<file path="src/rtl/alu_mdu_if.sv">
// Request/response bundle of the M-extension unit.
// The requester takes master, the unit takes slave.
interface alu_mdu_if #(
    parameter int XLEN = 32
);
    logic            in_valid;
    logic            in_ready;
    logic [6:0]      opcode;
    logic [2:0]      funct3;
    logic [6:0]      funct7;
    logic [XLEN-1:0] rs1;
    logic [XLEN-1:0] rs2;
    logic            out_valid;
    logic            out_ready;
    logic [XLEN-1:0] result;

    modport master (
        output in_valid, opcode, funct3, funct7,
        output rs1, rs2, out_ready,
        input  in_ready, out_valid, result
    );

    modport slave (
        input  in_valid, opcode, funct3, funct7,
        input  rs1, rs2, out_ready,
        output in_ready, out_valid, result
    );
endinterface

</file>
<file path="src/rtl/alu_mdu.sv">
// Iterative RV32M/RV64M multiply/divide unit beside the execute ALU.
// Shift-add multiplier and restoring divider share one 2*XLEN register.
module alu_mdu #(
    parameter int XLEN       = 32,
    parameter int MUL_UNROLL = 1
) (
    input  logic     clk,
    input  logic     rst_n,
    input  logic     flush,
    output logic     m_sel,
    output logic     busy,
    alu_mdu_if.slave bus
);
    localparam int CW = $clog2(XLEN) + 1;
    localparam logic [CW-1:0] MUL_N = CW'(XLEN / MUL_UNROLL);
    localparam logic [CW-1:0] DIV_N = CW'(XLEN);
    localparam logic [1:0] S_IDLE = 2'd0;
    localparam logic [1:0] S_MUL  = 2'd1;
    localparam logic [1:0] S_DIV  = 2'd2;
    localparam logic [1:0] S_DONE = 2'd3;
    localparam logic [6:0] OPC_OP = 7'b011_0011;
    localparam logic [6:0] F7_M   = 7'b000_0001;
    localparam logic [XLEN-1:0] MIN_S = {1'b1, {(XLEN-1){1'b0}}};

    logic [1:0]        state;
    logic [CW-1:0]     cnt;
    logic [XLEN-1:0]   a;
    logic [XLEN-1:0]   b;
    logic [2*XLEN-1:0] p;
    logic [2:0]        op;
    logic              neg;
    logic              spec;
    logic              vld;
    logic [XLEN-1:0]   res;

    logic [2:0]      f3;
    logic            accept;
    logic            sgn_a;
    logic            sgn_b;
    logic            neg_d;
    logic            dz;
    logic            ovf;
    logic [XLEN-1:0] mag_a;
    logic [XLEN-1:0] mag_b;
    logic [XLEN-1:0] spec_val;

    assign f3            = bus.funct3;
    assign m_sel         = (bus.opcode == OPC_OP) && (bus.funct7 == F7_M);
    assign bus.in_ready  = (state == S_IDLE) && !flush;
    assign accept        = bus.in_valid && bus.in_ready && m_sel;
    assign busy          = (state != S_IDLE);
    assign bus.out_valid = vld;
    assign bus.result    = res;

    always_comb begin
        sgn_a = 1'b0;
        sgn_b = 1'b0;
        unique case (f3)
            3'b000, 3'b001, 3'b100, 3'b110: begin
                sgn_a = bus.rs1[XLEN-1];
                sgn_b = bus.rs2[XLEN-1];
            end
            3'b010:  sgn_a = bus.rs1[XLEN-1];
            default: ;
        endcase
        mag_a = sgn_a ? -bus.rs1 : bus.rs1;
        mag_b = sgn_b ? -bus.rs2 : bus.rs2;
        // REM follows the dividend; everything else follows the sign xor
        neg_d = (f3 == 3'b110) ? sgn_a : (sgn_a ^ sgn_b);
        dz    = f3[2] && (bus.rs2 == '0);
        ovf   = (f3 == 3'b100 || f3 == 3'b110) &&
                (bus.rs1 == MIN_S) && (bus.rs2 == '1);
        if (dz)
            spec_val = f3[1] ? bus.rs1 : '1;
        else
            spec_val = f3[1] ? '0 : bus.rs1;
    end

    logic [2*XLEN-1:0] mstep;
    logic [2*XLEN-1:0] dstep;
    logic [XLEN-1:0]   madd;
    logic [XLEN:0]     msum;
    logic [XLEN:0]     dt;

    always_comb begin
        mstep = p;
        madd  = '0;
        msum  = '0;
        // low half holds the multiplier, shifted out as the product grows
        for (int i = 0; i < MUL_UNROLL; i++) begin
            madd  = mstep[0] ? a : '0;
            msum  = {1'b0, mstep[2*XLEN-1:XLEN]} + {1'b0, madd};
            mstep = {msum, mstep[XLEN-1:1]};
        end
        dt = {p[2*XLEN-1:XLEN], p[XLEN-1]};
        if (dt >= {1'b0, b})
            dstep = {dt[XLEN-1:0] - b, p[XLEN-2:0], 1'b1};
        else
            dstep = {dt[XLEN-1:0], p[XLEN-2:0], 1'b0};
    end

    logic [2*XLEN-1:0] pn;
    logic [XLEN-1:0]   q_s;
    logic [XLEN-1:0]   r_s;
    logic [XLEN-1:0]   res_d;

    always_comb begin
        pn    = neg ? -p : p;
        q_s   = neg ? -p[XLEN-1:0] : p[XLEN-1:0];
        r_s   = neg ? -p[2*XLEN-1:XLEN] : p[2*XLEN-1:XLEN];
        res_d = pn[2*XLEN-1:XLEN];
        unique case (1'b1)
            spec:                          res_d = p[XLEN-1:0];
            !spec && op == 3'b000:         res_d = pn[XLEN-1:0];
            !spec && op[2:1] == 2'b10:     res_d = q_s;
            !spec && op[2:1] == 2'b11:     res_d = r_s;
            default:                       res_d = pn[2*XLEN-1:XLEN];
        endcase
    end

    always_ff @(posedge clk or negedge rst_n) begin
        if (!rst_n) begin
            state <= S_IDLE;
            cnt   <= '0;
            a     <= '0;
            b     <= '0;
            p     <= '0;
            op    <= '0;
            neg   <= 1'b0;
            spec  <= 1'b0;
            vld   <= 1'b0;
            res   <= '0;
        end else if (flush) begin
            state <= S_IDLE;
            vld   <= 1'b0;
        end else begin
            unique case (state)
                S_IDLE: if (accept) begin
                    a    <= mag_a;
                    b    <= mag_b;
                    op   <= f3;
                    neg  <= neg_d;
                    spec <= dz || ovf;
                    if (dz || ovf) begin
                        p     <= {{XLEN{1'b0}}, spec_val};
                        state <= S_DONE;
                    end else if (f3[2]) begin
                        p     <= {{XLEN{1'b0}}, mag_a};
                        cnt   <= DIV_N;
                        state <= S_DIV;
                    end else begin
                        p     <= {{XLEN{1'b0}}, mag_b};
                        cnt   <= MUL_N;
                        state <= S_MUL;
                    end
                end
                S_MUL: begin
                    p   <= mstep;
                    cnt <= cnt - CW'(1);
                    if (cnt == CW'(1))
                        state <= S_DONE;
                end
                S_DIV: begin
                    p   <= dstep;
                    cnt <= cnt - CW'(1);
                    if (cnt == CW'(1))
                        state <= S_DONE;
                end
                S_DONE: begin
                    // first DONE cycle registers the signed result
                    if (!vld) begin
                        res <= res_d;
                        vld <= 1'b1;
                    end else if (bus.out_ready) begin
                        vld   <= 1'b0;
                        state <= S_IDLE;
                    end
                end
                default: state <= S_IDLE;
            endcase
        end
    end
endmodule
</file>
<file path="src/flat_wrapper.sv">
// flat-port wrapper written by rule: the top's interface ports become plain ports
module alu_mdu_flat 
#(
    parameter int XLEN       = 32,
    parameter int MUL_UNROLL = 1
)
  (clk, rst_n, flush, m_sel, busy, bus_in_valid, bus_opcode, bus_funct3, bus_funct7, bus_rs1, bus_rs2, bus_out_ready, bus_in_ready, bus_out_valid, bus_result);
  alu_mdu_if #(.XLEN(XLEN)) bus_i ();
  input  logic clk;
  input  logic rst_n;
  input  logic flush;
  output logic m_sel;
  output logic busy;
  input wire logic [$bits(bus_i.in_valid)-1:0] bus_in_valid;
  input wire logic [$bits(bus_i.opcode)-1:0] bus_opcode;
  input wire logic [$bits(bus_i.funct3)-1:0] bus_funct3;
  input wire logic [$bits(bus_i.funct7)-1:0] bus_funct7;
  input wire logic [$bits(bus_i.rs1)-1:0] bus_rs1;
  input wire logic [$bits(bus_i.rs2)-1:0] bus_rs2;
  input wire logic [$bits(bus_i.out_ready)-1:0] bus_out_ready;
  output wire logic [$bits(bus_i.in_ready)-1:0] bus_in_ready;
  output wire logic [$bits(bus_i.out_valid)-1:0] bus_out_valid;
  output wire logic [$bits(bus_i.result)-1:0] bus_result;
  assign bus_i.in_valid = bus_in_valid;
  assign bus_i.opcode = bus_opcode;
  assign bus_i.funct3 = bus_funct3;
  assign bus_i.funct7 = bus_funct7;
  assign bus_i.rs1 = bus_rs1;
  assign bus_i.rs2 = bus_rs2;
  assign bus_i.out_ready = bus_out_ready;
  assign bus_in_ready = bus_i.in_ready;
  assign bus_out_valid = bus_i.out_valid;
  assign bus_result = bus_i.result;
  alu_mdu #(.XLEN(XLEN), .MUL_UNROLL(MUL_UNROLL)) u_core (.clk(clk), .rst_n(rst_n), .flush(flush), .m_sel(m_sel), .busy(busy), .bus(bus_i));
endmodule
</file>
<file path="config.mk">
export PLATFORM = sky130hd
export DESIGN_NAME = alu_mdu_flat
export DESIGN_NICKNAME = d
export VERILOG_FILES = /design/src/rtl/alu_mdu_if.sv /design/src/rtl/alu_mdu.sv /design/src/flat_wrapper.sv
export SDC_FILE = /design/constraint.sdc
export NUM_CORES = 1
export LEC_CHECK = 0
export BUFFER_PORTS_ARGS = -buffer_cell sky130_fd_sc_hd__buf_4
export CORE_AREA = 2 2 172 242
export DETAILED_ROUTE_END_ITERATION = 8
export DIE_AREA = 0 0 174 244
export PLACE_DENSITY_LB_ADDON = 0.05
export REMOVE_ABC_BUFFERS = 1
export SYNTH_ARGS = -nofsm -noshare
export SYNTH_HDL_FRONTEND = slang
export SYNTH_SLANG_ARGS = --single-unit
</file>
<file path="constraint.sdc">
create_clock -name clk -period 3.78 [get_ports clk]
set_input_delay 0.189 -clock clk [delete_from_list [all_inputs] [get_ports clk]]
set_output_delay 0.189 -clock clk [all_outputs]
set_load 0.1 [all_outputs]
</file>
### Yosys cells after proc, flatten, opt, wreduce, memory -nomap -nowiden

Index checks and enable logic that the tools add are counted.

* $add $sub $neg: 8
* $lt $le $gt $ge: 1
* eq/ne operators: 20
* muxes and demuxes: 33
* bitwise logic cells: 3
* reductions and logical operators: 30

Operators with widths (number)
* $mux 32: 9
* $mux 64: 4
* $pmux 64 s3: 1
* $neg 32->32: 4
* $pmux 32 s4: 1
* $eq 32x32->1 const B: 2
* $neg 64->64: 1
* $add 32x32->33: 1
* $ge 33x32->1: 1
* $logic_not 32->1: 1
* $sub 32x32->32: 1
* $mux 2: 7
* $mux 6: 2
* $pmux 6 s2: 1
* $logic_and 1x1->1: 10
* $reduce_and 3->1: 3
* $eq 2x2->1 const B: 4
* $reduce_and 4->1: 2
* $eq 7x1->1 const B: 1
* $eq 7x6->1 const B: 1
* $mux 1: 7
* $eq 3x3->1 const B: 2
* $eq 6x1->1 const B: 1
* $logic_not 3->1: 2
* other kinds (20): 26

* register bits after elaboration: 174
* bits of input ports: 86
* output and inout port bits: 36
* logic and storage cells: 105

### Depth between registers and ports, before layout

Gate-level depths: netlist of the first run.

* depth after elaboration: 9
* mapped depth: 16
* depth with buffers taken out: 14

### Worst setup path after synthesis of the first run

OpenSTA, ideal clock, no wires.

* path type: register to register
* start: reg u_core.state[0]
* end: reg u_core.p[21]
* setup time: 0.121 ns
* arrival: 4.386 ns
* required time: 3.659 ns
* slack: -0.727 ns
* cell stages (with the launch flop): 13
* buffers on the path: 2
* clock period less this slack: 4.507 ns
* cells stage by stage: dfrtp_1 inv_1 ha_1 inv_1 nor2_1 nand3_1 or2_2 clkbuf_1 a21oi_1 clkbuf_1 o21ai_0 a211oi_2 nor2_1

* cells in the longest elaborated chain, start to end: 6
* elaborated cells between the ends (all ways): 10
* those cells by class: eq/ne (3); mux (1); reduce/logical (6)

Ends and longest elaborated chain
* start, declared: line alu_mdu.sv:25 `logic [1:0] state;`
* start signal, assigned: line alu_mdu.sv:123 `state <= S_IDLE;`
* start signal, assigned: line alu_mdu.sv:134 `state <= S_IDLE;`
* start signal, assigned: line alu_mdu.sv:146 `state <= S_DONE;`
* $logic_not 2->1: line alu_mdu.sv:49 `assign bus.in_ready = (state == S_IDLE) && !flush;`
* $logic_and 1x1->1: line alu_mdu.sv:49
* net bus_in_ready: line flat_wrapper.sv:21 `output wire logic [$bits(bus_i.in_ready)-1:0] bus_in_ready;`
* $logic_and 1x1->1 (2 in series): line alu_mdu.sv:50 `assign accept = bus.in_valid && bus.in_ready && m_sel;`
* $ne 2x1->1 (no line)
* $reduce_and 3->1 (no line)
* end signal, assigned: line alu_mdu.sv:145 `p <= {{XLEN{1'b0}}, spec_val};`
* end signal, assigned: line alu_mdu.sv:148 `p <= {{XLEN{1'b0}}, mag_a};`
* end signal, assigned: line alu_mdu.sv:152 `p <= {{XLEN{1'b0}}, mag_b};`
* end, declared: line alu_mdu.sv:29 `logic [2*XLEN-1:0] p;`

The timed path passes the listed nets, and every way through them passes these cells.
A chain may end at the register's enable or synchronous reset.

### Worst setup path in the final report of the first run

* start: reg u_core.p[32]
* end: reg u_core.p[63]

* cells in the longest elaborated chain, start to end: 3
* elaborated cells between the ends (all ways): 5
* those cells by class: add/sub (2); order compare (1); mux (2)

Ends and longest elaborated chain
* $sub 32x32->32 / $ge 33x32->1 (equally long branches): line alu_mdu.sv:97, alu_mdu.sv:96
* $mux 64: line alu_mdu.sv:96 `if (dt >= {1'b0, b})`
* $pmux 64 s3 *: line alu_mdu.sv:137 `unique case (state)`

Every way passes the cells marked *; elsewhere a longest branch is shown, timed or not.

==> results of run 1 <==
==> path summary, 6_finish.rpt <==
| check | slack [ps] | to | depth (start not counted) | from |
|---|---|---|---|---|
| setup / recovery | 210 | u_core.p[63] | 11 | u_core.p[32] |
| hold / removal | 30 | u_core.a[31] | 3 | bus_rs1[31] |
| setup reg to reg | 210 | u_core.p[63] | 11 | u_core.p[32] |
| hold reg to reg | 470 | u_core.a[11] | 2 | u_core.a[11] |
| max in group asynchronous | 2290 | u_core.bus.result[21] | 3 | rst_n |
| min in group asynchronous | 320 | u_core.b[11] | 2 | rst_n |
==> flip-flops by register name (all words and copies together), names as in the netlist <==
register and cells:
u_core.spec 1, u_core.state 2, u_core.bus.out_valid 1, u_core.p 64, u_core.a 32, u_core.op 3
u_core.neg 1, u_core.b 32, u_core.cnt 6, u_core.bus.result 32
==> synth_stat cells (all sizes together), types with 5 or more instances <==
cell,count
nand4,20
a221oi,11
ha,75
mux2,9
o41ai,6
a31oi,39
nor2,163
o31ai,22
nor2b,10
o211ai,18
and2,40
o22ai,12
dfrtp,174
o21ai,250
mux2i,21
a21o,43
or2,10
or3,29
nand2b,12
o32ai,5
nor3,47
a22o,12
a211oi,17
xor2,70
o21bai,8
and3,15
or4,21
nand2,276
clkbuf,126
o21a,13
o31a,7
buf,20
o221ai,17
xnor2,83
nand3,67
nor4,17
a22oi,39
o32a,5
a21oi,164
inv,75
==> power groups by stage <==
stage	sequential [W]	combinational [W]	clock (W)
floorplan	0.00414	0.00476	0
global placement	0.00287	0.00917	0
detailed placement	0.00288	0.00917	0
CTS	0.00285	0.00922	0.00202
global route	0.00292	0.00997	0.00207
finish	0.00285	0.00927	0.00197
==> metal layers <==
metal | routed length [µm] | global-route usage [%] | up-vias
met1 | 28800 | 40.6 | 8318
met4 | 3490 | 15.6 | 0
met2 | 32500 | 53.7 | 634
li1 | - | - | 7953
met3 | 3160 | 2.85 | 108
met5 | 0 | 0 | -
==> cells by family after synthesis <==
kind of cell | count (synthesis) | share of synthesized area [%]
simple gates | 751 | 22.6
compound gates | 725 | 28.3
buf+inv | 221 | 5.41
flops | 174 | 27.2
xor+xnor | 153 | 8.38
fa+ha+maj | 77 | 6.12
mux | 30 | 1.95
==> stage by stage <==
step | area, µm² | cells | setup slack [ps] | utilization, %
global placement | 18000 | 2762 | 71.9 | 44.9
finish | 18700 | 2798 | 210 | 46.6
floorplan | 15400 | 1985 | -4740 | -
global route | 18700 | 2797 | 26.0 | 46.6
CTS | 18600 | 2797 | 58.0 | 46.5
detailed placement | 18000 | 2762 | 86.7 | 44.9
==> timing repair <==
| item | 4_1_cts | 5_1_grt |
|---|---|---|
| setup buffers | 0 | 0 |
| endpoints found under the hold margin | 93 | 0 |
| endpoints found under the setup margin | 0 | 8 |
| gates resized for setup | 0 | 12 |
| hold buffers | 3 | 0 |
==> worst reg2reg max path, stage by stage, from the launching register on <==
cell and delay (ps):
dfrtp_1 440, ha_1 380, nor2b_1 300, o31ai_1 150, a21o_1 240, a21oi_1 390, a21oi_1 190, o31a_1 400
nor4_1 290, mux2i_1 130, and3_1 190, or3_1 360
==> final cells by class <==
cell class              count  area [µm²]  share of cell area, %
clock inverters            15         203                   1.09
well taps                 534         668                   3.58
multi-input cells        1736       10900                   58.1
clock buffers              17         425                   2.28
inverters                  75         282                   1.51
repair buffers            246        1890                   10.1
diodes                      1        2.50                 0.0134
flip-flops and latches    174        4360                   23.3
==> flow_summary.yaml, run 1 <==
critical_path:
  cp_num_buf_inv: 0
  critPathCaptureType: "flip-flop"
  crit_family: "compound AO/OA/AOI/OAI gates"
  critical_path.max_stage_delay_ps: 440
  cp.required_ps: 4130
  critPathMaxFanout: 4
  cp_data_arrival_time_ps: 3920
  crit_path_cell_trace: "ha_1 -> nor2b_1 -> o31ai_1 -> a21o_1 -> a21oi_1 -> a21oi_1 -> o31a_1 -> nor4_1 -> mux2i_1 -> and3_1 -> or3_1"
  start_kind: "flip-flop"
  crit_top_cell: "a21oi_1"
  critPathSlowestCell: "dfrtp_1"
  path_class: "reg2reg"
power:
  p_sw_share_pct: 52.0
  vdd_ir_drop_max_mv: 0.631
  p_total_w: 0.0141
  p_leak_nw: 8.32
  power_density_nw_per_um2: 754
  p_switching_w: 0.00733
  comb_power_share_pct: 65.8
  p_clk_share_pct: 14.0
  internal-power_w: 0.00676
  power.share.sequential_pct: 20.2
sta:
  post-route-min-period_ps: 3570
  rsz0062_at_grt: "false"
  setup_viol_count_final: 0
  skew_ps: 9.93
  fin_hold_ws_ps: 33.3
  maxSlewViolCount: 0
  tightest_slew_ps: 896
  clock.fmax_mhz: 280
  slew_headroom_pct: 40.2
  tns_ps: 0
  post-route-period-util_pct: 94.5
  hold_violations: 0
final_layout:
  layout_commonest_cell: "nand2_1"
  mostFrequentLayoutCells: "nand2_1 (274), buf_4 (240), o21ai_0 (229), dfrtp_1 (173), a21oi_1 (161)"
  fill_cells: 4154
  drive_above_1_share_pct: 15.0
  final_net_count: 2413
  synthToLayoutAreaGrowth_pct: 16.8
global_routing:
  grt_pass1_vias: 16400
  grt_max_degree: 94
  grtUsageTotal_pct: 31.7
  grt_pass1_wl_um: 102000
  overflow: 0
  antenna_found_initial: 0
floorplanning:
  dieWidth_um: 174
  die_h_um: 244
  initial_core_util_pct: 39.9
  dieArea_um2: 42500
  coreArea_um2: 40100
  io_pins: 122
  rows: 87
cts:
  root_buffer: "clkbuf_16"
  clk_latency_ps: 470
  cts_buffer_depth: 2
  path_clk_slew_ps: 80
  cts.sink_count: 174
  cts_tree: "yes"
  numCtsBuffers: 17
  cts_max_level: 4
place:
  place.gp.congestion: 0.971
  dp_hpwl_um: 53400
  port_buffers: 121
detailed_routing:
  ant_nets: 0
  dr_total_vias: 17000
  drc: 0
  wl_per_cell_um: 24.3
  wl_um: 67900
  post_drt_via_cell_ratio: 6.08
  drtPass1Iterations: 5
  drt_iter0_markers: 1660
min_path:
  hold_path.class: "in2reg"
yosys:
  synth-edff-count: 0
  synth-async-reset-ratio_pct: 100
  synth_area_per_cell_um2: 7.50
  ys_seq_area_share_pct: 27.2
  ys_ff_latch: 174
  synth_top_area_cell: "dfrtp_1"
  syn_area_um2: 16000
  synth_cells: 2131
  ys_warn_count: 0
  yosysUniqueCellTypes: 90
  synth_top_flop_cell: "dfrtp_1"
  synth_top_area_share_pct: 27.2
  netlist_top_cells_area: "dfrtp_1 (27%), o21ai_0 (7.2%), nand2_1 (6.5%)"
flow_run:
  drv_cap: 0
run_status:
  status: "finished clean"
No activity file was read; power rests on OpenSTA's default activity.
==> inputs of run 2 (changes only) <==
--- a/config.mk
+++ b/config.mk
@@ -5,7 +5,7 @@
 export SDC_FILE = /design/constraint.sdc
 export NUM_CORES = 1
 export LEC_CHECK = 0
-export BUFFER_PORTS_ARGS = -buffer_cell sky130_fd_sc_hd__buf_4
+export BUFFER_PORTS_ARGS = -buffer_cell sky130_fd_sc_hd__buf_2
 export CORE_AREA = 2 2 172 242
 export DETAILED_ROUTE_END_ITERATION = 8
 export DIE_AREA = 0 0 174 244
==> run 2 against run 1 <==
Effect of this change: first-iteration DRC count is 3.6% lower; highest routed layer unchanged; worst setup slack got worse by 75 ps; die area unchanged; design area decreased by 1.5%; largest cell class unchanged; critical endpoint unchanged.
==> flow_summary.yaml, run 2 (synthesized netlist as in run 1, its figures left out) <==
critical_path:
  critPathMaxFanout: 18
  cp_num_buf_inv: 1
  rrSetupSlack_ps: 130
  path_class: "reg2reg"
  critPathSlowestCell: "nor4b_2"
  cp.required_ps: 4130
  r2r-end: "u_core.p[63]"
  start_kind: "flip-flop"
  r2r_cells: 13
  crit_family: "compound AO/OA/AOI/OAI gates"
  critical_path.max_stage_delay_ps: 430
  cp_data_arrival_time_ps: 4000
  timing.rr.start: "u_core.p[0]"
  critPathCaptureType: "flip-flop"
  crit_path_cell_trace: "buf_4 -> and2_1 -> ha_1 -> a21o_1 -> a21oi_1 -> o21ai_0 -> nor2b_1 -> nor4b_2 -> o21bai_2 -> a21oi_1 -> o21a_1 -> nor3_1 -> or3_1"
  crit_top_cell: "a21oi_1"
power:
  comb_power_share_pct: 65.6
  p_sw_share_pct: 52.3
  internal-power_w: 0.00669
  p_leak_nw: 8.24
  p_total_w: 0.0140
  p_clk_share_pct: 14.1
  power_density_nw_per_um2: 762
  power.share.sequential_pct: 20.2
  vdd_ir_drop_max_mv: 0.448
  p_switching_w: 0.00732
sta:
  skew_ps: 16.3
  hold_violations: 0
  tightest_slew_ps: 999
  setup_viol_count_final: 0
  maxSlewViolCount: 0
  tns_ps: 0
  rsz0062_at_grt: "false"
  clock.fmax_mhz: 274
  post-route-period-util_pct: 96.4
  slew_headroom_pct: 33.2
  post-route-min-period_ps: 3650
global_routing:
  grt_pass1_vias: 16600
  grt_max_degree: 98
  grt_pass1_wl_um: 103000
  overflow: 0
  grtUsageTotal_pct: 32.1
  antenna_found_initial: 0
final_layout:
  antenna_cells: 0
  fill_cells: 4267
  final_cell_area_um2: 18400
  final_net_count: 2410
  instances_no_fill: 2794
  regMostFlops: "u_core.p"
  synthToLayoutAreaGrowth_pct: 15.1
  largest_reg_flops: 64
  final_core_util_pct: 45.9
  layout_commonest_cell: "nand2_1"
  drive_above_1_share_pct: 14.9
  mostFrequentLayoutCells: "nand2_1 (274), o21ai_0 (230), dfrtp_1 (173), a21oi_1 (163), nor2_1 (160)"
detailed_routing:
  ant_nets: 0
  wl_per_cell_um: 24.5
  wl_um: 68500
  drc: 0
  drtPass1Iterations: 6
  drt_iter0_markers: 1601
  dr_total_vias: 17100
  post_drt_via_cell_ratio: 6.11
cts:
  cts.sink_count: 174
  post-cts-setup-buffers: 0
  cts_tree: "yes"
  numCtsBuffers: 17
  cts_max_level: 4
  clk_latency_ps: 480
  path_clk_slew_ps: 80
  root_buffer: "clkbuf_16"
  cts_buffer_depth: 2
place:
  place_inst: 2760
  place_area_um2: 17700
  port_buffers: 121
  place.gp.congestion: 0.985
  dp_hpwl_um: 53900
floorplanning:
  die_h_um: 244
  coreArea_um2: 40100
  initial_core_util_pct: 39.9
  dieWidth_um: 174
  dieArea_um2: 42500
  rows: 87
  io_pins: 122
min_path:
  min_from: "flush"
  hold_path.class: "in2reg"
  hold_depth: 2
  min_to: "u_core.bus.out_valid"
flow_run:
  drv_cap: 0
run_status:
  status: "finished clean"
-- run 2: changes by cell type in the layout (fill, tap and decap cells not counted), sizes merged --
cell,previous run,this run
buf,242,240
clkinv,3,6
inv,82,77
dlygate4sd3,3,2
clkinvlp,2,0
clkbuf,18,21
diode,1,0
bufinv,3,4
-- run 2: how the worst max path moves through the flow --
stage,start,endpoint,slack (ps),cells past startpoint
after floorplan,u_core.state[0],u_core.p[49],-4740,9
after global placement,u_core.p[18],u_core.bus.result[30],120,10
after detailed placement,u_core.p[0],u_core.p[63],90,13
after CTS,u_core.p[0],u_core.p[63],70,13
after global routing,u_core.b[27],u_core.p[42],0.9,12
final,u_core.p[0],u_core.p[63],130,13
-- run 2: worst reg2reg max path: cells and delay by family (launching register included) --
kind,cells,cell delay (ps)
flops,1,420
fa+ha+maj,1,340
buf+inv,1,220
compound gates,6,1280
simple gates,5,1250
-- run 2: final cells by class --
class | instances | area (µm²) | area share [%]
inverters | 75 | 282 | 1.53
well taps | 534 | 668 | 3.63
clock buffers | 20 | 447 | 2.43
clock inverters | 12 | 185 | 1.01
flip-flops and latches | 174 | 4360 | 23.7
multi-input cells | 1736 | 10900 | 59.1
repair buffers | 243 | 1590 | 8.64
-- run 2: layer usage --
metal	vias up	global-route usage [%]	wire length, µm
met5	-	0	0
met4	0	18.9	4430
met3	138	4.62	4500
met2	730	51.9	31800
met1	8258	40.7	27800
li1	7944	-	-
-- run 2: power by group through the flow --
stage          logic (W)  clock network (W)  registers (W)
2_1_floorplan    0.00476                  0        0.00414
3_3_place_gp     0.00909                  0        0.00284
3_5_place_dp     0.00908                  0        0.00286
4_1_cts          0.00912            0.00202        0.00282
5_1_grt          0.00992            0.00210        0.00291
6_report         0.00920            0.00198        0.00283
-- run 2: timing repair --
| action | CTS | global route |
|---|---|---|
| hold buffers | 2 | 0 |
| endpoints found under the hold margin | 96 | 0 |
| gates resized for setup | 0 | 11 |
| setup endpoints to repair | 0 | 8 |
-- run 2: metrics by stage --
stage / worst slack [ps] / hold WS (ps)
6_report: 135 / 61.5
5_1_grt: 0.925 / 50.7
3_5_place_dp: 93.5 / 366
3_3_place_gp: 124 / 364
2_1_floorplan: -4740 / -107
4_1_cts: 65.4 / 34.5
